## src/rtl/div.sv

```systemverilog
// rtl/div.sv - 32-cycle restoring divider for RV32M DIV/DIVU/REM/REMU
// Optional feature: define DIV_SIGNED_EN to honour signed_i (magnitude conversion and sign fix-up).
module div #(
  parameter int XLEN = 32
) (
  input  logic            clk_i,
  input  logic            rst_ni,
  input  logic [XLEN-1:0] a_i,
  input  logic [XLEN-1:0] b_i,
  input  logic            signed_i,
  input  logic            req_i,
  output logic            ready_o,
  output logic [XLEN-1:0] quotient_o,
  output logic [XLEN-1:0] remainder_o
);

  typedef enum logic [1:0] {S_IDLE, S_CALC, S_DONE} state_e;

  state_e          state_q, state_d;
  logic [5:0]      cnt_q, cnt_d;
  logic [XLEN:0]   rem_q, rem_d;
  logic [XLEN-1:0] quo_q, quo_d;
  logic [XLEN-1:0] dvs_q, dvs_d;
  logic [XLEN-1:0] quotient_q, quotient_d;
  logic [XLEN-1:0] remainder_q, remainder_d;
  logic            ready_q, ready_d;

  logic [XLEN-1:0] a_mag, b_mag, quo_fix, rem_fix;
  logic [2*XLEN:0] work_sh;
  logic [XLEN:0]   diff;
  logic            fast_path;

  assign fast_path = (b_i == '0) || (a_i == '0);

`ifdef DIV_SIGNED_EN
  logic neg_a, neg_b;
  logic negq_q, negq_d, negr_q, negr_d;

  assign neg_a = signed_i & a_i[XLEN-1];
  assign neg_b = signed_i & b_i[XLEN-1];
  assign a_mag = neg_a ? -a_i : a_i;
  assign b_mag = neg_b ? -b_i : b_i;

  // Sign flags are only meaningful for the iterative path; fast-path results are final.
  always_comb begin
    negq_d = negq_q;
    negr_d = negr_q;
    if (state_q == S_IDLE) begin
      negq_d = fast_path ? 1'b0 : (neg_a ^ neg_b);
      negr_d = fast_path ? 1'b0 : neg_a;
    end
  end

  always_ff @(posedge clk_i) begin
    if (!rst_ni) begin
      negq_q <= 1'b0;
      negr_q <= 1'b0;
    end else if (req_i) begin
      negq_q <= negq_d;
      negr_q <= negr_d;
    end
  end

  assign quo_fix = negq_q ? -quo_q : quo_q;
  assign rem_fix = negr_q ? -rem_q[XLEN-1:0] : rem_q[XLEN-1:0];
`else
  logic unused_signed;

  assign unused_signed = signed_i;
  assign a_mag   = a_i;
  assign b_mag   = b_i;
  assign quo_fix = quo_q;
  assign rem_fix = rem_q[XLEN-1:0];
`endif

  assign work_sh = {rem_q, quo_q} << 1;
  assign diff    = work_sh[2*XLEN:XLEN] - {1'b0, dvs_q};

  always_comb begin
    state_d     = state_q;
    cnt_d       = cnt_q;
    rem_d       = rem_q;
    quo_d       = quo_q;
    dvs_d       = dvs_q;
    quotient_d  = quotient_q;
    remainder_d = remainder_q;
    ready_d     = 1'b0;
    case (state_q)
      S_IDLE: begin
        if (b_i == '0) begin
          quo_d   = '1;
          rem_d   = {1'b0, a_i};
          state_d = S_DONE;
        end else if (a_i == '0) begin
          quo_d   = '0;
          rem_d   = '0;
          state_d = S_DONE;
        end else begin
          rem_d   = '0;
          quo_d   = a_mag;
          dvs_d   = b_mag;
          cnt_d   = 6'(XLEN - 1);
          state_d = S_CALC;
        end
      end
      S_CALC: begin
        if (!diff[XLEN]) begin
          rem_d = diff;
          quo_d = {work_sh[XLEN-1:1], 1'b1};
        end else begin
          rem_d = work_sh[2*XLEN:XLEN];
          quo_d = work_sh[XLEN-1:0];
        end
        cnt_d = cnt_q - 6'd1;
        if (cnt_q == 6'd0) state_d = S_DONE;
      end
      S_DONE: begin
        quotient_d  = quo_fix;
        remainder_d = rem_fix;
        ready_d     = 1'b1;
        state_d     = S_IDLE;
      end
      default: state_d = S_IDLE;
    endcase
  end

  // A low req_i aborts: back to idle, results from an unfinished op are dropped.
  always_ff @(posedge clk_i) begin
    if (!rst_ni) begin
      state_q     <= S_IDLE;
      cnt_q       <= '0;
      rem_q       <= '0;
      quo_q       <= '0;
      dvs_q       <= '0;
      quotient_q  <= '0;
      remainder_q <= '0;
      ready_q     <= 1'b0;
    end else if (!req_i) begin
      state_q <= S_IDLE;
      ready_q <= 1'b0;
    end else begin
      state_q     <= state_d;
      cnt_q       <= cnt_d;
      rem_q       <= rem_d;
      quo_q       <= quo_d;
      dvs_q       <= dvs_d;
      quotient_q  <= quotient_d;
      remainder_q <= remainder_d;
      ready_q     <= ready_d;
    end
  end

  assign ready_o     = ready_q;
  assign quotient_o  = quotient_q;
  assign remainder_o = remainder_q;

endmodule

```

## config.mk

```make
export PLATFORM = sky130hd
export DESIGN_NAME = div
export DESIGN_NICKNAME = d
export VERILOG_FILES = /design/src/rtl/div.sv
export SDC_FILE = /design/constraint.sdc
export NUM_CORES = 1
export LEC_CHECK = 0
export ABC_AREA = 1
export BUFFER_PORTS_ARGS = -buffer_cell sky130_fd_sc_hd__buf_2
export CAP_MARGIN = 20
export CORE_ASPECT_RATIO = 1.4
export CORE_MARGIN = 2
export CORE_UTILIZATION = 56
export DETAILED_ROUTE_END_ITERATION = 12
export HOLD_SLACK_MARGIN = 0.03
export PLACE_DENSITY = 0.86
export SYNTH_ARGS = -nofsm -noshare
export SYNTH_HDL_FRONTEND = slang
export SYNTH_SLANG_ARGS = --single-unit
export TNS_END_PERCENT = 20
```

## constraint.sdc

```tcl
create_clock -name clk_i -period 2.7 [get_ports clk_i]
set_clock_uncertainty 0.2 [all_clocks]
set_input_delay 0 -clock clk_i [delete_from_list [all_inputs] [get_ports clk_i]]
set_output_delay 0 -clock clk_i [all_outputs]
set_load 0.01 [all_outputs]
```

**After elaboration in Yosys (flattened, before gate mapping)**

Index checks and enable logic that the tools add are counted.

- Register bits after elaboration: 169
- Input bits: 68

- $add $sub $neg: 2
- Equal/unequal tests: 5
- Multiplexer cells: 15
- Bitwise gates (word level): 2
- Reduce and logical (&&, ||, !) cells: 10

Operator list:

| kind | number |
|---|---|
| $mux W32 | 4 |
| $pmux W32 S2 | 2 |
| $logic_not A32 Y1 | 2 |
| $sub A33 B32 Y33 | 1 |
| $mux W6 | 2 |
| $pmux W6 S2 | 1 |
| $reduce_and A4 Y1 | 2 |
| $logic_not A6 Y1 | 1 |
| $mux W2 | 3 |
| $ne A2 B2 Y1 const B | 3 |
| $reduce_and A2 Y1 | 3 |
| $sub A6 B1 Y6 const B | 1 |
| $pmux W2 S2 | 1 |
| $eq A2 B1 Y1 const B | 1 |
| $eq A2 B2 Y1 const B | 1 |
| $logic_not A2 Y1 | 1 |
| $mux W1 | 2 |
| $not A1 Y1 | 2 |
| $reduce_bool A2 Y1 | 1 |

**Logic depth before layout (Yosys ltp)**

- Depth in word-level cells: 4
- Mapped depth: 19
- Gate-level depth less buffers: 18

**Worst setup path before layout**

No wires, ideal clock.

- Path type: flip-flop to flip-flop
- Start: register quo_q[31], in the netlist quo_fix[31]
- End: register rem_q[28]
- Setup time: 0.122 ns
- Arrival: 2.008 ns
- Path slack: 0.370 ns
- Stages on the path, launching flop included: 19
- Cell sequence: dfxtp_1 > inv_1 > ha_1 > fa_1 > inv_1 > nand2_1 > nand2_1 > nand3_1 > nand2_2 > nand2_2 > nand2_2 > nand2_2 > nand3_1 > nand2_4 > buf_6 > nand2_1 > nand2_1 > nand2_1 > a21oi_2

- Cells in the longest elaborated chain, start to end: 3

RTL lines:

| element | RTL line | text |
|---|---|---|
| from (decl) | 22 | `logic [XLEN-1:0] quo_q, quo_d;` |
| from (signal assigned) | 145 | `quo_q <= quo_d;` |
| $sub A33 B32 Y33 | 77 | `assign diff = work_sh[2*XLEN:XLEN] - {1'b0, dvs_q};` |
| $mux W32 | 107 | `if (!diff[XLEN]) begin` |
| $pmux W32 S2 | 88 | `case (state_q)` |
| to (signal assigned) | 144 | `rem_q <= rem_d;` |
| to (decl) | 21 | `logic [XLEN:0] rem_q, rem_d;` |

Every way passes these cells.
A chain may end at the register's enable or synchronous reset.

**Final worst setup path**

- Start: register quo_q[31], in the netlist quo_fix[31]
- End: register rem_q[17]

Same word-level chain as after synthesis.

==> flow_metrics.tcl <==
set metrics [dict create \
    outcome "finished clean" \
    netlist_area_sq_um 10100 \
    dieArea_sq_um 19100 \
    htree_num_levels 4 \
    setup_violations 0 \
    drt_iter0_markers 1008 \
    fp.dieH_microns 163 \
    fillers 1557 \
    dp.cells 1964 \
    path_clk_slew_ns 0.07 \
    synthCells 1640 \
    ant_nets 0 \
    cp-startpoint "quo_fix[31]" \
    period_minus_slack_ns 2.60 \
    ys_ff_latch 169 \
    regArea_sq_um 3380 \
    globalplace.congestion 0.934 \
    cpMostUsedCell "nand2_2" \
    clock_sinks 169 \
    cts_tree "done" \
    finalWorstSetupSlack_ns 0.100 \
    crit_fanout 15 \
    p_leak_uw 0.00644 \
    postRouteWirelength_microns 29900 \
    grt_pass1_wl_microns 47400 \
    max_freq_mhz 385 \
    yosysWarnings 0 \
    grt_start_max_net_pins 70 \
    utilization 0.695 \
    grt_pass1_vias 10200 \
    start_util 0.565 \
    synthArstFlopShare 0 \
    path_class "flop to flop" \
    antennaDiodeCount 0 \
    ios 133 \
    slew_headroom 0.530 \
    detail_route.wl_per_cell_microns 14.4 \
    hold_viol 0 \
    num_vias 10900 \
    design.core.area_sq_um 17900 \
    drcViolationCount 0 \
    hp-start "b_i[8]" \
    synth_nets 1743 \
    final_common_cell "nand2_1" \
    rows 58 \
    numPortBuffers 131 \
    drv_slew 0 \
    cp_slowest_cell "dfxtp_2" \
    arrival_ns 2.72 \
    gr-total-overflow 0 \
    die_w_microns 117 \
    track_usage 0.303 \
    dp_slack_ns 0.0779 \
    drive_above_1_share 0.124 \
    fin_crit_sh 0.963 \
    power.total_uw 7430 \
    cts_buffer_depth 2 \
    multi_input_comb_area_sq_um 5230 \
    final_cell_mix "461 x nand2_1, 324 x inv_1, 168 x dfxtp_1" \
    synth_area_per_cell_sq_um 6.15 \
    cp-end-kind "flop" \
    reg2reg_from "quo_fix[31]" \
    synth_edf_count 0 \
    clock-root-buffer "clkbuf_16" \
    fin_nets 1919 \
    worstMarginPinSlew_ns 0.705 \
    stdcell_count 2069 \
    synth_ff_type "dfxtp_1" \
    detail_route.first_pass.iterations 6 \
    path_cells "inv_1, ha_4, fa_2, inv_1, nand2_1, nand2_1, nand3_1, nand2_2, nand2_2, nand2_2, nand2_2, nand2_2, nand2_1, nand2_4, clkbuf_16, nand2_1, nand3_1, a21oi_1" \
    max_stage_delay_ns 0.35 \
    start_kind "flop" \
    cap_violations 0 \
    clock_latency_ns 0.43 \
    areaGrowthSynthToFinish_pct 22.9 \
    yosysSeqAreaShare 0.335 \
    worstPathRequired_ns 2.82 \
    dp_hpwl_microns 21100 \
    via_per_inst 5.25 \
    yosysUniqueCellTypes 34 \
    vdd_drop_max_mv 0.453 \
    antenna_found_initial 0 \
    power_density_nw_per_um2 599 \
    worst_hold_path_type "primary input to flop" \
    numCtsBuffers 17 \
]
==> synthesized netlist by cell type, drive strengths merged (2+ instances only) <==
library cell | n | area, sq um
a21o | 2 | 15.0
a21oi | 156 | 807
and2 | 2 | 12.5
buf | 19 | 121
clkbuf | 52 | 195
dfxtp | 169 | 3380
ha | 34 | 425
inv | 328 | 1230
nand2 | 471 | 1800
nand3 | 66 | 330
nand3b | 2 | 15.0
nand4 | 18 | 113
nor2 | 139 | 542
nor3 | 5 | 25.0
nor4 | 3 | 18.8
o211ai | 9 | 67.6
o21ai | 120 | 601
o221ai | 22 | 193
or2 | 3 | 18.8
xnor2 | 5 | 43.8
xor2 | 11 | 96.3
==> repair_timing <==
item / in CTS / in global routing
buffers inserted: 0 / 2
endpoints found under the setup margin: 0 / 32
hold buffers: 69 / 0
hold endpoints to repair: 123 / 0
gates resized for setup: 0 / 8
==> worst max-delay path, delay by kind of cell (launching register included) <==
kind | cells | cell delay, ns
compound gates | 1 | 0.08
fa+ha+maj | 2 | 0.52
buf+inv | 3 | 0.34
flops | 1 | 0.35
simple gates | 12 | 0.99
==> through the flow <==
step	hold WS (ns)	cell area (sq um)	TNS, ns
after global routing	0.141	12400	-0.0239
after detailed placement	0.0419	11000	0
after floorplan	-0.0651	10100	0
after CTS	0.135	12300	0
after global placement	0.0341	11000	0
final	0.123	12400	0
==> cell families after synthesis <==
family / count (synthesis) / synth area share
flops: 169 / 0.335
buf+inv: 399 / 0.153
xor+xnor: 16 / 0.0139
compound gates: 311 / 0.168
simple gates: 710 / 0.285
fa+ha+maj: 35 / 0.0441
==> registers in the layout, indices dropped and copies added, names as in the netlist <==
signal,cells
ready_o,1
quotient_o,32
quo_fix,32
state_q,2
cnt_q,6
remainder_o,32
dvs_q,32
rem_q,32
==> final timing paths <==
kind | to | slack [ns] | cells past startpoint
hold / removal | dvs_q[8] | 0.12 | 4
setup reg to reg | rem_q[17] | 0.10 | 18
hold reg to reg | remainder_o[20] | 0.24 | 2
setup / recovery | rem_q[17] | 0.10 | 18
==> per-layer routing <==
metal  GRT usage  wire length (microns)  up-vias
met2       0.550                  14800      432
met5           0                      0        -
met1       0.347                  11900     4884
met3      0.0375                   1650      101
met4       0.161                   1480        0
li1            -                      -     5447
==> layout make-up <==
cell class              count  area share
clock buffers              18      0.0346
clock inverters            14      0.0131
inverters                 328      0.0992
multi-input cells        1072       0.421
flip-flops and latches    169       0.273
well taps                 240      0.0242
repair buffers            228       0.135
==> power by group <==
group / leakage (uW) / internal [uW] / switching (uW)
logic: 0.00477 / 829 / 1400
registers: 0.00139 / 2630 / 110
clock network: 0.000285 / 1320 / 1150
(Power assumes the default switching activity.)
